## src/rtl/logic_reg_pkg.sv

```systemverilog
// Shared constants and types for logic_reg_unit: op encoding, FIFO depth and occupancy states.
package logic_reg_pkg;

  localparam logic [1:0] OP_AND  = 2'b00;
  localparam logic [1:0] OP_OR   = 2'b01;
  localparam logic [1:0] OP_XOR  = 2'b10;
  localparam logic [1:0] OP_NAND = 2'b11;

  localparam logic [1:0] DEPTH = 2'd2;

  // Encoding equals the number of stored entries, so it compares directly against DEPTH.
  typedef enum logic [1:0] {
    OCC_EMPTY = 2'd0,
    OCC_ONE   = 2'd1,
    OCC_FULL  = 2'd2
  } occ_e;

endpackage

```

## src/rtl/logic_reg_unit_lane.sv

```systemverilog
// One lane of the bitwise operation; purely combinational, registered by the parent FIFO.
module logic_lane
  import logic_reg_pkg::*;
#(
  parameter int W = 4
) (
  input  logic [1:0]   op,
  input  logic [W-1:0] a,
  input  logic [W-1:0] b,
  output logic [W-1:0] y
);

  // Select the lane result for the requested operation.
  always_comb begin
    y = '0;
    case (op)
      OP_AND:  y = a & b;
      OP_OR:   y = a | b;
      OP_XOR:  y = a ^ b;
      OP_NAND: y = ~(a & b);
      default: y = '0;
    endcase
  end

endmodule

```

## src/rtl/logic_reg_unit.sv

```systemverilog
// Registered CH-lane bitwise logic unit with a 2-entry result FIFO and valid/ready handshakes.
// Define LOGIC_REG_UNIT_PARITY_EN to add per-lane even parity stored with each result.
module logic_reg_unit
  import logic_reg_pkg::*;
#(
  parameter int W     = 4,
  parameter int CH    = 2,
  parameter int CNT_W = 8
) (
  input  logic              clk,
  input  logic              rst,
  input  logic              in_valid,
  output logic              in_ready,
  input  logic [1:0]        op,
  input  logic [CH*W-1:0]   a,
  input  logic [CH*W-1:0]   b,
  output logic              out_valid,
  input  logic              out_ready,
  output logic [CH*W-1:0]   y,
  output logic [CNT_W-1:0]  done_cnt,
  output logic [CH-1:0]     all_ones
`ifdef LOGIC_REG_UNIT_PARITY_EN
  ,
  output logic [CH-1:0]     par
`endif
);

  occ_e              occ_r;
  occ_e              occ_nxt;
  logic [CH*W-1:0]   result_s;
  logic [CH*W-1:0]   head_r;
  logic [CH*W-1:0]   tail_r;
  logic [CNT_W-1:0]  done_cnt_r;
  logic              push_s;
  logic              pop_s;
  logic              load_head_s;
  logic              load_tail_s;
  logic              shift_s;

  for (genvar k = 0; k < CH; k++) begin : g_lane
    logic_lane #(.W(W)) u_lane (
      .op (op),
      .a  (a[k*W +: W]),
      .b  (b[k*W +: W]),
      .y  (result_s[k*W +: W])
    );
  end

  // Handshake flags come from registered occupancy only, never from out_ready.
  assign in_ready  = (occ_r < DEPTH);
  assign out_valid = (occ_r != OCC_EMPTY);
  assign push_s    = in_valid & in_ready;
  assign pop_s     = out_valid & out_ready;

  // Occupancy register.
  always_ff @(posedge clk or posedge rst) begin
    if (rst) begin
      occ_r <= OCC_EMPTY;
    end else begin
      occ_r <= occ_nxt;
    end
  end

  // Next occupancy and FIFO write controls.
  always_comb begin
    occ_nxt     = occ_r;
    load_head_s = 1'b0;
    load_tail_s = 1'b0;
    shift_s     = 1'b0;
    case (occ_r)
      OCC_EMPTY: begin
        if (push_s) begin
          occ_nxt     = OCC_ONE;
          load_head_s = 1'b1;
        end else begin
          occ_nxt = OCC_EMPTY;
        end
      end
      OCC_ONE: begin
        if (push_s && pop_s) begin
          // Head leaves and the new result takes its place in the same edge.
          occ_nxt     = OCC_ONE;
          load_head_s = 1'b1;
        end else if (push_s) begin
          occ_nxt     = OCC_FULL;
          load_tail_s = 1'b1;
        end else if (pop_s) begin
          occ_nxt = OCC_EMPTY;
        end else begin
          occ_nxt = OCC_ONE;
        end
      end
      OCC_FULL: begin
        if (pop_s) begin
          occ_nxt = OCC_ONE;
          shift_s = 1'b1;
        end else begin
          occ_nxt = OCC_FULL;
        end
      end
      default: begin
        occ_nxt = OCC_EMPTY;
      end
    endcase
  end

  // FIFO data storage; head is the visible result and keeps its value after draining.
  always_ff @(posedge clk or posedge rst) begin
    if (rst) begin
      head_r <= '0;
      tail_r <= '0;
    end else begin
      if (load_head_s) begin
        head_r <= result_s;
      end else if (shift_s) begin
        head_r <= tail_r;
      end
      if (load_tail_s) begin
        tail_r <= result_s;
      end
    end
  end

  // Completed-transaction counter, wraps silently.
  always_ff @(posedge clk or posedge rst) begin
    if (rst) begin
      done_cnt_r <= '0;
    end else if (pop_s) begin
      done_cnt_r <= done_cnt_r + {{(CNT_W-1){1'b0}}, 1'b1};
    end
  end

  assign y        = head_r;
  assign done_cnt = done_cnt_r;

  // Per-lane all-ones flag of the head, forced low when nothing is held.
  always_comb begin
    all_ones = '0;
    for (int k = 0; k < CH; k++) begin
      all_ones[k] = out_valid & (&head_r[k*W +: W]);
    end
  end

`ifdef LOGIC_REG_UNIT_PARITY_EN
  logic [CH-1:0] result_par_s;
  logic [CH-1:0] head_par_r;
  logic [CH-1:0] tail_par_r;

  // Parity is computed once at push and travels with the data.
  always_comb begin
    result_par_s = '0;
    for (int k = 0; k < CH; k++) begin
      result_par_s[k] = ^result_s[k*W +: W];
    end
  end

  // Parity storage mirrors the data entries.
  always_ff @(posedge clk or posedge rst) begin
    if (rst) begin
      head_par_r <= '0;
      tail_par_r <= '0;
    end else begin
      if (load_head_s) begin
        head_par_r <= result_par_s;
      end else if (shift_s) begin
        head_par_r <= tail_par_r;
      end
      if (load_tail_s) begin
        tail_par_r <= result_par_s;
      end
    end
  end

  assign par = out_valid ? head_par_r : '0;
`endif

endmodule

```

## config.mk

```make
export PLATFORM = sky130hd
export DESIGN_NAME = logic_reg_unit
export DESIGN_NICKNAME = d
export VERILOG_FILES = /design/src/rtl/logic_reg_pkg.sv /design/src/rtl/logic_reg_unit_lane.sv /design/src/rtl/logic_reg_unit.sv
export SDC_FILE = /design/constraint.sdc
export NUM_CORES = 1
export LEC_CHECK = 0
export BUFFER_PORTS_ARGS = -buffer_cell sky130_fd_sc_hd__buf_4
export CAP_MARGIN = 20
export CORE_MARGIN = 3
export CORE_UTILIZATION = 45
export CTS_CLUSTER_SIZE = 20
export DETAILED_ROUTE_END_ITERATION = 6
export PLACE_DENSITY = 0.69
export SLEW_MARGIN = 20
export SYNTH_ARGS = -nofsm -noshare
export SYNTH_HDL_FRONTEND = slang
export SYNTH_SLANG_ARGS = --single-unit
export TNS_END_PERCENT = 50
```

## constraint.sdc

```tcl
create_clock -name clk -period 3.2 [get_ports clk]
set_input_delay 0.48 -clock clk [delete_from_list [all_inputs] [get_ports clk]]
set_output_delay 0.48 -clock clk [all_outputs]
set_load 0.005 [all_outputs]
```

==> reports/qor.txt <==
================================================================================
Remaining antenna violation count                                              0
Layout area overhead                                                       22.7%
Prevailing post-synth register cell                                 sky130_fd_sc_hd__dfrtp_1
CTS Root Buffer Type                                                sky130_fd_sc_hd__clkbuf_8
Net Switching                                                         0.000496 W
Asr flop ratio synth                                                        1.00
CP max stage cell                                                   sky130_fd_sc_hd__nor2_1
Number of clock buffers inserted by TritonCTS                                  3
Buffer and inverter count on the worst path                                    1
Switching fraction of total power                                          0.345
Actual transition at the worst max-transition pin                         950 ps
Count of hold-fix buffers inserted at cts                                      0
Reg2Reg Setup Slack                                                       960 ps
Proportion of synthesized chip area in sequential cells                    0.387
Via count of the first global-routing pass                                  1382
Internal power component                                              0.000942 W
Crit path DAT                                                            2390 ps
Core Area                                                             3470 sq um
Proportion of power drawn by flip-flops and latches                        0.425
Clk buf depth                                                                  2
Setup TNS after final layout                                                0 ps
Aggregate global-route resource usage                                      0.166
Final setup slack of the worst path                                       965 ps
Critical Path Start Type                                                    flop
Die outline width                                                   67.1 microns
Unrepaired setup endpoints after global routing                               no
Most area-consuming cells after synthesis                           sky130_fd_sc_hd__dfrtp_1 39%, sky130_fd_sc_hd__ha_1 14%, sky130_fd_sc_hd__mux2i_1 7.2%
Syn Std Cell Area                                                     1680 sq um
Post-CTS Setup Bufs                                                            0
Placement-stage worst setup slack                                         916 ps
Number of cell instances on the worst register-to-register path                7
Largest stage delay, worst path                                           650 ps
Height of the chip                                                  67.1 microns
Hold crit path type                                                       in2reg
Total via count after detailed routing                                      1368
Required time worst endpoint                                             3360 ps
Max Clk Rate                                                           0.447 GHz
Worst Setup Path Type                                                    reg2reg
Power per unit of standard cell area                                 698 nW/um^2
Initial cell density of the core                                           0.484
Count of yosys warnings during synthesis                                       0
Fraction of the mapped netlist area in simple logic gates                  0.124
Critical Path Sink Type                                                     flop
Share of the synthesized area in the top cell type                         0.387
Number of filler cells placed in the layout                                  301
Post-route minimum period                                                2240 ps
Final Instance Count excl. Fillers                                           266
Cell taking the most area after synthesis                           sky130_fd_sc_hd__dfrtp_1
Largest vdd supply drop                                                   240 uV
Maximum number of pins on one net before global-route repair                  30
CTS tree                                                                    done
Combinational family with the most area after synthesis              adder cells
CTS clk-pin slew, worst paths                                              90 ps
Mux contribution to synthesized area                                      0.0849
Gate power share                                                           0.390
Placement row count                                                           21
Pins Over Slew Limit                                                           0
Critical path cell sequence                                         o21ai_2 -> inv_1 -> ha_1 -> mux2i_1 -> nor2_1 -> nor2_1 -> a221o_1
Number of nets in the final layout                                           262
Via/cell ratio                                                              5.14
Cell occurring most often along the worst timing path               sky130_fd_sc_hd__nor2_1
Max-capacitance violation count                                                0
Routed WL per cell                                                  12.4 microns
Sum of routed wire length over all layers                           3300 microns
Post-detail-place hpwl                                              2670 microns
Inserted Diodes                                                                0
DRC Markers                                                                    0
Skew final                                                               3.08 ps
Sum of overflow across all layers after global routing                         0
Die Footprint                                                         4500 sq um
Netlist cell types                                                            27
Synth Area in Compound Gates                                               0.133
Clock group share of total power                                           0.185
Register bit count reported by yosys                                          26
Final worst path period share                                              0.699
Post-Synth Adder-Cell Area                                                 0.142
Largest driver fanout on the critical path                                    11
Number of antenna violations at the first check in global routing              0
Final weighted congestion of routability-driven global placement           0.745
FF-to-FF End                                                        y[6]$_DFFE_PP0P_
End point of the worst hold path                                    occ_r[1]$_DFF_PP0_
Number of instances on the worst hold path                                     2
Status                                                              finished clean
Detailed-routing iteration count for the pre-antenna-repair pass               4
Total instance count after detailed placement                                262
Violation count after the first detailed-routing iteration                    43
Reg-to-reg critical path startpoint                                 occ_r[0]$_DFF_PP0_
Quantity of I/O buffers inserted on ports                                     41
CTS sink count                                                                26
Cell type group with the largest total delay on the critical path   simple AND/OR/NAND/NOR gates
Xor and xnor fraction of the mapped netlist area                          0.0365
Global-route wire length before repair                              5870 microns
Resize count post-CTS                                                          0
Synthesized Nets                                                             224
EDFF count, synth                                                              0
Minimum hold slack                                                        411 ps
Count of pins on the block boundary                                           42
Post-synthesis area per instance                                      9.18 sq um
Tightest slew margin relative to the limit                                 0.366
Hold violation count in the final report                                       0
Hold Crit Start                                                        out_ready
Fraction of final layout cells with drive strength greater than 1          0.223
Setup-violating endpoint count in the final report                             0
Synthesized instance count                                                   183
Worst skew pair latency                                                   270 ps
Htree depth                                                                    1
Static power due to leakage                                              1.05 nW
================================================================================
layout make-up:
cell class                      instances  area, sq um  share of cell area
Multi-Input combinational cell        123          875               0.425
Sequential cell                        26          651               0.316
Inverter                               26         97.6              0.0474
Clock buffer                            3         41.3              0.0200
Timing Repair Buffer                   41          308               0.149
Clock inverter                          1         30.0              0.0146
Tap cell                               46         57.6              0.0279
layout by cell type, fill, tap and decap left out, types with 6 or more instances in the layout:
master,count
sky130_fd_sc_hd__nor2_1,19
sky130_fd_sc_hd__buf_4,41
sky130_fd_sc_hd__inv_1,26
sky130_fd_sc_hd__a211oi_1,8
sky130_fd_sc_hd__ha_1,19
sky130_fd_sc_hd__xnor2_1,6
sky130_fd_sc_hd__o21ai_0,11
sky130_fd_sc_hd__a21oi_1,8
sky130_fd_sc_hd__dfrtp_1,26
sky130_fd_sc_hd__nand2_1,15
sky130_fd_sc_hd__mux2i_1,12
power groups by stage:
stage / Sequential, W / Combinational (W) / Clock (W)
final: 0.000611 / 0.000561 / 0.000266
after global routing: 0.000637 / 0.000649 / 0.000286
after CTS: 0.000609 / 0.000575 / 0.000272
after detailed placement: 0.000616 / 0.000571 / 0
after global placement: 0.000607 / 0.000544 / 0
after floorplan: 0.000582 / 0.000367 / 0
synthesized netlist by cell type (all sizes together) (4+ instances only):
master and number:
a211oi 8, a21oi 8, buf 7, dfrtp 26
ha 19, inv 26, mux2i 12, nand2 15
nand3 5, nand4 4, nor2 20, o21ai 12
xnor2 6
kinds of logic after synthesis:
logic type,count (synthesis)
simple gates,48
compound gates,35
buf+inv,34
flops,26
fa+ha+maj,19
mux,14
xor+xnor,7
through the flow:
step,utilization,total power (W),instance area (sq um)
floorplan,-,0.000949,1680
global placement,0.573,0.00115,1990
global route,0.594,0.00157,2060
CTS,0.594,0.00146,2060
finish,0.594,0.00144,2060
detailed placement,0.573,0.00119,1990
sequential cells by signal (all words and copies together), names as in the netlist:
register / count
tail_r: 8
y: 8
occ_r: 2
done_cnt: 8
layer usage:
metal / track usage / part of all wire / vias to the layer above
li1: - / - / 689
met1: 0.196 / 0.44 / 642
met2: 0.310 / 0.50 / 32
met3: 0.0202 / 0.045 / 5
met4: 0.0456 / 0.012 / 0
met5: 0 / 0 / -
how the worst max path moves through the flow:
stage	from	to	slack, ps	depth (start not counted)
detailed placement	in_valid	y[6]$_DFFE_PP0P_	920	7
global placement	out_ready	y[1]$_DFFE_PP0P_	980	8
floorplan	occ_r[0]$_DFF_PP0_	y[6]$_DFFE_PP0P_	1410	8
CTS	occ_r[0]$_DFF_PP0_	y[6]$_DFFE_PP0P_	960	7
global route	occ_r[0]$_DFF_PP0_	y[6]$_DFFE_PP0P_	750	7
finish	occ_r[0]$_DFF_PP0_	y[6]$_DFFE_PP0P_	960	7
(Power assumes the default switching activity.)
